==> config.mk <==
export PLATFORM = sky130hd
export DESIGN_NAME = wshbn_slave_bridge_flat
export DESIGN_NICKNAME = d
export VERILOG_FILES = /design/src/rtl/wshbn_slave_bridge_pkg.sv /design/src/rtl/wshbn_slave_bridge_if.sv /design/src/rtl/wshbn_slave_bridge_timeout_cnt.sv /design/src/rtl/wshbn_slave_bridge.sv /design/src/flat_wrapper.sv
export SDC_FILE = /design/constraint.sdc
export NUM_CORES = 1
export LEC_CHECK = 0
export CAP_MARGIN = 0
export CORE_MARGIN = 3
export CORE_UTILIZATION = 30
export CTS_BUF_LIST = sky130_fd_sc_hd__clkbuf_8
export DETAILED_ROUTE_END_ITERATION = 7
export PLACE_DENSITY = 0.62
export SLEW_MARGIN = 20
export SYNTH_ARGS = -nofsm -noshare
export SYNTH_HDL_FRONTEND = slang
export SYNTH_SLANG_ARGS = --single-unit
export TNS_END_PERCENT = 30
==> constraint.sdc <==
create_clock -name clk -period 1.7 [get_ports clk]
set_input_delay 0.34 -clock clk [delete_from_list [all_inputs] [get_ports clk]]
set_output_delay 0.34 -clock clk [all_outputs]
set_load 0.005 [all_outputs]
==> src/rtl/wshbn_slave_bridge_pkg.sv <==
// Shared types and constants for the CPU-bus to Wishbone slave bridge.
package wshbn_bridge_pkg;

  typedef enum logic [1:0] {
    IDLE = 2'd0,
    BUS  = 2'd1,
    DONE = 2'd2
  } wshbn_state_t;

  // Only whole-word accesses are generated on the peripheral bus.
  localparam logic [3:0] WB_SEL_WORD = 4'hF;

  // The CPU side carries word addresses; Wishbone carries byte addresses.
  function automatic logic [31:0] word_to_byte_addr(input logic [29:0] word_addr);
    return {word_addr, 2'b00};
  endfunction

endpackage

==> src/rtl/wshbn_slave_bridge_if.sv <==
// Bundles the CPU-side request bus and the Wishbone master port of the bridge.
// The slave modport is the bridge's view (responder on the CPU bus, initiator
// on Wishbone); the master modport is the view of the surrounding system.
interface wshbn_slave_bridge_if;

  logic        wshbn_rd;
  logic        wshbn_wr;
  logic [29:0] wshbn_addr_i;
  logic [31:0] wshbn_data_i;
  logic [31:0] wshbn_data_o;
  logic        wshbn_busy;
  logic        wshbn_data_av;
  logic        bus_err_o;

  logic        wb_cyc_o;
  logic        wb_stb_o;
  logic        wb_we_o;
  logic [31:0] wb_adr_o;
  logic [3:0]  wb_sel_o;
  logic [31:0] wb_dat_o;
  logic [31:0] wb_dat_i;
  logic        wb_ack_i;
  logic        wb_err_i;

  modport slave (
    input  wshbn_rd, wshbn_wr, wshbn_addr_i, wshbn_data_i,
    output wshbn_data_o, wshbn_busy, wshbn_data_av, bus_err_o,
    output wb_cyc_o, wb_stb_o, wb_we_o, wb_adr_o, wb_sel_o, wb_dat_o,
    input  wb_dat_i, wb_ack_i, wb_err_i
  );

  modport master (
    output wshbn_rd, wshbn_wr, wshbn_addr_i, wshbn_data_i,
    input  wshbn_data_o, wshbn_busy, wshbn_data_av, bus_err_o,
    input  wb_cyc_o, wb_stb_o, wb_we_o, wb_adr_o, wb_sel_o, wb_dat_o,
    output wb_dat_i, wb_ack_i, wb_err_i
  );

endinterface

==> src/rtl/wshbn_slave_bridge_timeout_cnt.sv <==
// Counts cycles spent waiting on the peripheral and flags the abort point.
// The count saturates at the limit instead of wrapping; the bridge leaves
// the bus cycle when expired is seen, so the counter never needs to run past it.
module wshbn_timeout_cnt #(
  parameter int TIMEOUT_CYC = 255
) (
  input  logic clk,
  input  logic rst,
  input  logic clr,
  input  logic en,
  output logic expired
);

  // A zero limit disables the timeout; keep a legal 1-bit counter in that case.
  localparam int CW    = (TIMEOUT_CYC > 0) ? $clog2(TIMEOUT_CYC + 1) : 1;
  localparam int LIMIT = (TIMEOUT_CYC > 0) ? (TIMEOUT_CYC - 1) : 0;
  localparam logic [CW-1:0] LIMIT_CNT = LIMIT[CW-1:0];

  logic [CW-1:0] count;

  // Wait-cycle counter: cleared when a bus cycle starts, advances while it runs.
  always_ff @(posedge clk) begin
    if (!rst) begin
      count <= '0;
    end else if (clr) begin
      count <= '0;
    end else if (en && !expired) begin
      count <= count + CW'(1);
    end else begin
      count <= count;
    end
  end

  // Expiry fires on the last permitted bus cycle so the abort takes effect at its end.
  always_comb begin
    if (TIMEOUT_CYC != 0) begin
      expired = (count == LIMIT_CNT);
    end else begin
      expired = 1'b0;
    end
  end

endmodule

==> src/rtl/wshbn_slave_bridge.sv <==
// Turns each CPU-side rd/wr request into one Wishbone classic single cycle,
// returning read data with a one-cycle data_av strobe and flagging errors.
module wshbn_slave_bridge #(
  parameter int          TIMEOUT_CYC = 255,
  parameter logic [31:0] ERR_DATA    = 32'hFFFF_FFFF
) (
  input logic             clk,
  input logic             rst,
  wshbn_slave_bridge_if.slave bus
);

  import wshbn_bridge_pkg::*;

  wshbn_state_t state;
  wshbn_state_t state_nxt;
  logic         accept;
  logic         capture;
  logic         fail;
  logic         expired;
  logic         cnt_en;

  wshbn_timeout_cnt #(
    .TIMEOUT_CYC(TIMEOUT_CYC)
  ) u_timeout (
    .clk     (clk),
    .rst     (rst),
    .clr     (accept),
    .en      (cnt_en),
    .expired (expired)
  );

  // Next-state decode; an error response beats a simultaneous ack.
  always_comb begin
    state_nxt = state;
    accept    = 1'b0;
    capture   = 1'b0;
    fail      = 1'b0;
    cnt_en    = (state == BUS);
    case (state)
      IDLE: begin
        if (bus.wshbn_rd ^ bus.wshbn_wr) begin
          accept    = 1'b1;
          state_nxt = BUS;
        end else begin
          state_nxt = IDLE;
        end
      end
      BUS: begin
        if (bus.wb_err_i || expired) begin
          fail      = 1'b1;
          state_nxt = DONE;
        end else if (bus.wb_ack_i) begin
          capture   = 1'b1;
          state_nxt = DONE;
        end else begin
          state_nxt = BUS;
        end
      end
      DONE: begin
        state_nxt = IDLE;
      end
      default: begin
        state_nxt = IDLE;
      end
    endcase
  end

  // State register and the control strobes, all derived from the next state so they are registered.
  always_ff @(posedge clk) begin
    if (!rst) begin
      state             <= IDLE;
      bus.wb_cyc_o      <= 1'b0;
      bus.wb_stb_o      <= 1'b0;
      bus.wshbn_busy    <= 1'b0;
      bus.wshbn_data_av <= 1'b0;
      bus.bus_err_o     <= 1'b0;
    end else begin
      state             <= state_nxt;
      bus.wb_cyc_o      <= (state_nxt == BUS);
      bus.wb_stb_o      <= (state_nxt == BUS);
      bus.wshbn_busy    <= (state_nxt != IDLE);
      bus.wshbn_data_av <= (state_nxt == DONE);
      bus.bus_err_o     <= fail;
    end
  end

  // Request latches (held for the whole bus cycle) and the read-data return register.
  always_ff @(posedge clk) begin
    if (!rst) begin
      bus.wb_we_o      <= 1'b0;
      bus.wb_adr_o     <= 32'h0000_0000;
      bus.wb_dat_o     <= 32'h0000_0000;
      bus.wb_sel_o     <= WB_SEL_WORD;
      bus.wshbn_data_o <= 32'h0000_0000;
    end else begin
      bus.wb_sel_o <= WB_SEL_WORD;
      if (accept) begin
        bus.wb_we_o  <= bus.wshbn_wr;
        bus.wb_adr_o <= word_to_byte_addr(bus.wshbn_addr_i);
        bus.wb_dat_o <= bus.wshbn_data_i;
      end
      // Writes never disturb the last read value.
      if (capture && !bus.wb_we_o) begin
        bus.wshbn_data_o <= bus.wb_dat_i;
      end else if (fail && !bus.wb_we_o) begin
        bus.wshbn_data_o <= ERR_DATA;
      end
    end
  end

endmodule
==> src/flat_wrapper.sv <==
// flat-port wrapper written by rule: the top's interface ports become plain ports
module wshbn_slave_bridge_flat import wshbn_bridge_pkg::*;
#(
  parameter int          TIMEOUT_CYC = 255,
  parameter logic [31:0] ERR_DATA    = 32'hFFFF_FFFF
)
  (clk, rst, bus_wshbn_rd, bus_wshbn_wr, bus_wshbn_addr_i, bus_wshbn_data_i, bus_wshbn_data_o, bus_wshbn_busy, bus_wshbn_data_av, bus_bus_err_o, bus_wb_cyc_o, bus_wb_stb_o, bus_wb_we_o, bus_wb_adr_o, bus_wb_sel_o, bus_wb_dat_o, bus_wb_dat_i, bus_wb_ack_i, bus_wb_err_i);
  wshbn_slave_bridge_if bus_i ();
  input logic clk;
  input logic rst;
  input wire logic [$bits(bus_i.wshbn_rd)-1:0] bus_wshbn_rd;
  input wire logic [$bits(bus_i.wshbn_wr)-1:0] bus_wshbn_wr;
  input wire logic [$bits(bus_i.wshbn_addr_i)-1:0] bus_wshbn_addr_i;
  input wire logic [$bits(bus_i.wshbn_data_i)-1:0] bus_wshbn_data_i;
  output wire logic [$bits(bus_i.wshbn_data_o)-1:0] bus_wshbn_data_o;
  output wire logic [$bits(bus_i.wshbn_busy)-1:0] bus_wshbn_busy;
  output wire logic [$bits(bus_i.wshbn_data_av)-1:0] bus_wshbn_data_av;
  output wire logic [$bits(bus_i.bus_err_o)-1:0] bus_bus_err_o;
  output wire logic [$bits(bus_i.wb_cyc_o)-1:0] bus_wb_cyc_o;
  output wire logic [$bits(bus_i.wb_stb_o)-1:0] bus_wb_stb_o;
  output wire logic [$bits(bus_i.wb_we_o)-1:0] bus_wb_we_o;
  output wire logic [$bits(bus_i.wb_adr_o)-1:0] bus_wb_adr_o;
  output wire logic [$bits(bus_i.wb_sel_o)-1:0] bus_wb_sel_o;
  output wire logic [$bits(bus_i.wb_dat_o)-1:0] bus_wb_dat_o;
  input wire logic [$bits(bus_i.wb_dat_i)-1:0] bus_wb_dat_i;
  input wire logic [$bits(bus_i.wb_ack_i)-1:0] bus_wb_ack_i;
  input wire logic [$bits(bus_i.wb_err_i)-1:0] bus_wb_err_i;
  assign bus_i.wshbn_rd = bus_wshbn_rd;
  assign bus_i.wshbn_wr = bus_wshbn_wr;
  assign bus_i.wshbn_addr_i = bus_wshbn_addr_i;
  assign bus_i.wshbn_data_i = bus_wshbn_data_i;
  assign bus_wshbn_data_o = bus_i.wshbn_data_o;
  assign bus_wshbn_busy = bus_i.wshbn_busy;
  assign bus_wshbn_data_av = bus_i.wshbn_data_av;
  assign bus_bus_err_o = bus_i.bus_err_o;
  assign bus_wb_cyc_o = bus_i.wb_cyc_o;
  assign bus_wb_stb_o = bus_i.wb_stb_o;
  assign bus_wb_we_o = bus_i.wb_we_o;
  assign bus_wb_adr_o = bus_i.wb_adr_o;
  assign bus_wb_sel_o = bus_i.wb_sel_o;
  assign bus_wb_dat_o = bus_i.wb_dat_o;
  assign bus_i.wb_dat_i = bus_wb_dat_i;
  assign bus_i.wb_ack_i = bus_wb_ack_i;
  assign bus_i.wb_err_i = bus_wb_err_i;
  wshbn_slave_bridge #(.TIMEOUT_CYC(TIMEOUT_CYC), .ERR_DATA(ERR_DATA)) u_core (.clk(clk), .rst(rst), .bus(bus_i));
endmodule
Word level (Yosys, flattened, before mapping)

Cells that the tools add are included.

Output and inout bits: 106
Register bits: 109
Bits of input ports: 100
Word-level logic and storage cells: 40

Reductions and logical operators: 10
$add $sub $neg: 1
Equal/unequal tests: 4
Bitwise gates (word level): 2
Multiplexer cells: 13

Operators with widths:

| operator                                            | number |
|---|---|
| two-way mux 32 bit                                  | 2 |
| adder 8 x 1 -> 8 bit, second input constant         | 1 |
| equality test 8 bit, second input constant          | 1 |
| two-way mux 1 bit                                   | 8 |
| equality test 2 x 1 -> 1 bit, second input constant | 2 |
| two-way mux 2 bit                                   | 2 |
| one-hot mux 2 bit (2 select lines)                  | 1 |
| nonzero test 2 bit                                  | 2 |
| logical AND 1 bit                                   | 3 |
| equality test 2 bit, second input constant          | 1 |
| logical NOT 1 bit                                   | 2 |
| logical NOT 2 bit                                   | 1 |
| OR reduction 2 bit                                  | 1 |
| logical OR 1 bit                                    | 1 |
| inverter 1 bit                                      | 1 |
| XOR 1 bit                                           | 1 |

Depth between registers and ports, before layout

Depth after elaboration: 7
Mapped depth: 7

Hierarchy

Synthesis repeated with hierarchy kept, for this count alone.

Cell total of the unflattened synthesis: 430
Area total of the unflattened synthesis: 4279.1 µm²

By module, submodules not included:

| module             | cells an instance | instances | area an instance (µm²) |
|---|---|---|---|
| wshbn_slave_bridge | 379               | 1         | 3819.9 |
| wshbn_timeout_cnt  | 51                | 1         | 459.2 |

Worst setup path before layout

Ideal clock, no wire load.

Path type: reg2reg
From: reg u_core.u_timeout.count[0]
To: reg u_core.bus.wshbn_data_o[11]
Required time: 1581 ps
Arrival: 1634 ps
Stages on the path, launching flop included: 8
Library setup time: 119 ps
Period minus slack after synthesis: 1752 ps
Slack: -52 ps
Path through: dfxtp_1 > inv_1 > ha_1 > and3_4 > a21o_2 > o21a_4 > buf_6 > o221a_2

Longest elaborated chain between the ends: 6
Elaborated cells on any way between the ends: 10

Ends and longest elaborated chain:

| element                                                         | line                                                 | RTL |
|---|---|---|
| from (decl)                                                     | wshbn_slave_bridge_timeout_cnt.sv:19                 | `logic [CW-1:0] count;` |
| from (signal assigned)                                          | wshbn_slave_bridge_timeout_cnt.sv:28                 | `count <= count + CW'(1);` |
| from (signal assigned)                                          | wshbn_slave_bridge_timeout_cnt.sv:30                 | `count <= count;` |
| equality test 8 bit (*)                                         | wshbn_slave_bridge_timeout_cnt.sv:37                 | `expired = (count == LIMIT_CNT);` |
| logical OR 1 bit (*)                                            | wshbn_slave_bridge.sv:49                             | `if (bus.wb_err_i \|\| expired) begin` |
| two-way mux 1 bit                                               | wshbn_slave_bridge.sv:49                             |  |
| two-way mux 1 bit                                               | wshbn_slave_bridge.sv:39                             | `case (state)` |
| logical AND 1 bit (on tied branches)                            | wshbn_slave_bridge.sv:103, wshbn_slave_bridge.sv:105 |  |
| two-way mux 32 bit / nonzero test 2 bit (equally long branches) | n/a                                                  |  |
| to (signal assigned)                                            | wshbn_slave_bridge.sv:104                            | `bus.wshbn_data_o <= bus.wb_dat_i;` |
| to (decl)                                                       | wshbn_slave_bridge_if.sv:27                          | `output wshbn_data_o, wshbn_busy, wshbn_data_av, bus_err_o,` |

Every way passes the cells marked *; elsewhere a longest branch is shown, timed or not.
A chain may end at the register's enable or synchronous reset.

Worst setup path in the final report

From: reg u_core.u_timeout.count[0]
To: reg u_core.bus.wshbn_data_o[21]

Same word-level chain as after synthesis.

==> results.py <==
metrics = {
    "grt": {
        "antenna_found_initial": 0,
        "grt_pass1_wl_um": 18200,
        "grt_use_total_pct": 15.5,
        "grt_pass1_vias": 3639,
        "grt_max_degree": 57,
        "globalRouteOverflowTotal": 0,
    },
    "clock_tree": {
        "htreeDepth": 3,
        "clk_latency_ps": 390,
        "post_cts_buffers": 0,
        "cts_tree": "yes",
        "path_clk_slew_ps": 110,
        "cts_sinks": 109,
        "ctsHoldBuffers": 0,
        "cts.path.max_buffers": 2,
        "cts_root_buffer": "clkbuf_8",
        "cts_inserted_buffers": 9,
    },
    "power": {
        "power_frac_seq_pct": 49.7,
        "swShare_pct": 26.5,
        "power.total_uw": 5790,
        "combPwrFrac_pct": 22.2,
        "p_leak_uw": 0.00240,
        "p_sw_uw": 1530,
        "p_int_uw": 4250,
        "peakVddDrop_mv": 0.648,
        "p_per_area_mw_per_mm2": 885,
        "clockPowerShare_pct": 28.2,
    },
    "floorplanning": {
        "ioPinCount": 206,
        "initial_utilization_pct": 31.4,
        "die_w_um": 123,
        "dieArea_mm2": 0.0150,
        "std_cell_rows": 41,
        "core_area_mm2": 0.0130,
        "dieHeight_um": 123,
    },
    "placement": {
        "dp_hpwl_um": 8420,
        "io_buffers": 199,
        "place_congestion": 0.775,
    },
    "timing": {
        "fin_hold_ws_ps": 439,
        "finClkSkew_ps": 11.9,
        "finalHoldViolations": 0,
        "fin_crit_ps": 1630,
        "setup_viol": 0,
        "drv_slew": 0,
        "period_share_pct": 96.1,
        "clock.fmax_mhz": 612,
    },
    "cells_and_area": {
        "area_delta_synth_final_pct": 60.2,
        "final_common_cell": "clkdlybuf4s50_1",
        "final_core_util_pct": 50.4,
        "nNetsFinal": 720,
        "layout-drive-gt1-share_pct": 12.5,
        "nFillCells": 1186,
        "num_antenna_cells": 0,
        "regArea_mm2": 0.00218,
        "layout_common_cells": "clkdlybuf4s50_1, nand2_1, dfxtp_1",
        "multiInputGateArea_mm2": 0.00175,
    },
    "worst_setup_path": {
        "start_kind": "flip-flop",
        "path_cells": "inv_1 > ha_2 > and3_4 > a21o_4 > o21a_4 > o221a_2",
        "crit_slowest_cell": "dfxtp_2",
        "crit_path_max_fanout": 16,
        "max_stage_delay_ps": 340,
        "critical_path_required_ps": 1990,
        "path_class": "reg -> reg",
        "crit_arrival_ps": 1930,
        "cp-end-kind": "flip-flop",
    },
    "route": {
        "dr.pass1.iters": 4,
        "drc_errors": 0,
        "wl_um": 12000,
        "drt_iter0_markers": 150,
        "wl_per_cell_um": 15.1,
        "vias": 3681,
        "ant_nets": 0,
        "vias_per_cell": 4.63,
    },
    "logic_synthesis": {
        "syn-cell-area_mm2": 0.00408,
        "ys_ff_latch": 109,
        "synth_edf_count": 0,
        "syn_avg_cell_area_um2": 9.60,
        "ys_types": 38,
        "netlist_instances": 425,
        "ys.flop_type": "dfxtp_1",
        "synth_warnings": 0,
        "synth_seq_area_share_pct": 53.5,
        "synthArstFlopShare_pct": 0,
    },
    "run": {
        "cap_violations": 0,
    },
    "hold_path": {
        "min_path_type": "in -> reg",
    },
    "status": {
        "status": "completed",
    },
}
[metal layers]
layer / up-vias / global-route usage [%] / wire, µm
met3: 14 / 7.19 / 1060
met4: 0 / 4.20 / 171
met2: 117 / 26.6 / 6070
met5: - / 0 / 0
li1: 1837 / - / -
met1: 1713 / 17.3 / 4730
[synth_stat cells, types with 2 or more instances]
cell	number	share of area, %
a21boi_0	50	9.2
a21boi_1	14	2.6
a21oi_1	5	0.61
buf_2	15	1.8
buf_4	7	1.3
buf_6	3	0.83
clkbuf_1	13	1.2
conb_1	2	0.18
dfxtp_1	109	53
ha_1	2	0.61
nand2_1	130	12
nand3_1	3	0.37
nor2_1	5	0.46
nor3_1	2	0.25
o211a_1	2	0.49
o21a_1	2	0.37
o21ai_0	4	0.49
o221a_1	3	0.83
o221a_2	29	8.0
or3_1	5	0.77
xnor2_1	2	0.43
xor2_1	2	0.43
[final cells by class]
type                       instances  area share (%)
timing repair buffer             214            33.2
clock buffer                       9            1.90
tap                              172            3.29
multi-input combinational        283            26.8
sequential                       109            33.4
inverter                           1          0.0574
clock inverter                     7            1.28
[worst max-delay path, delay by kind of cell, from the launching register on]
family / cells / cell delay (ps)
AOI/OAI and AO/OA: 3 / 780
DFF: 1 / 340
and+or+nand+nor: 1 / 200
buffers and inverters: 1 / 40
adders and majority gates: 1 / 180
[power groups by stage]
stage          Sequential [µW]  Combinational (µW)  Clock, µW
2_1_floorplan             2940                 467          0
3_3_place_gp              2920                1260          0
3_5_place_dp              2930                1280          0
4_1_cts                   2870                1300       1720
5_1_grt                   2900                1400       1810
6_report                  2870                1280       1630
[logic make-up (layout without fill, tap and decap cells)]
logic type / Yosys count / after routing / share of synthesized area, %
DFF: 109 / 109 / 53.5
adders and majority gates: 2 / 2 / 0.613
and+or+nand+nor: 153 / 153 / 15.5
AOI/OAI and AO/OA: 116 / 118 / 24.1
buffers and inverters: 39 / 231 / 5.25
other: 2 / 6 / 0.184
xor gates and xnor gates: 4 / 4 / 0.859
[registers in the layout, indices dropped and copies added, names as in the netlist, 2 cells and up]
register                 count
u_core.bus.wb_adr_o         30
u_core.bus.wshbn_data_o     32
u_core.u_timeout.count       8
u_core.state                 2
u_core.bus.wb_dat_o         32
[stage by stage]
step	cells	setup TNS, ps	worst slack (ps)	cell area (µm²)
floorplan	429	0	6.26	4100
global placement	776	-13430	-207	6270
detailed placement	776	-15850	-266	6270
CTS	793	0	8.56	6490
global route	795	-0.465	-0.465	6540
finish	795	0	66.3	6540
[what timing repair did]
item	CTS	global route
resized for setup	1	10
endpoints found under the setup margin	32	32
cloned	1	2
pin swaps	0	1
[path summary, 6_finish.rpt]
path	start	depth (start not counted)	to	slack, ps
setup / recovery	u_core.u_timeout.count[0]	6	u_core.bus.wshbn_data_o[21]	70
hold / removal	rst	3	u_core.u_timeout.count[7]	440
setup reg to reg	u_core.u_timeout.count[0]	6	u_core.bus.wshbn_data_o[21]	70
hold reg to reg	u_core.bus.wb_adr_o[30]	2	u_core.bus.wb_adr_o[30]	460
Power figures use the tool's default switching activity.
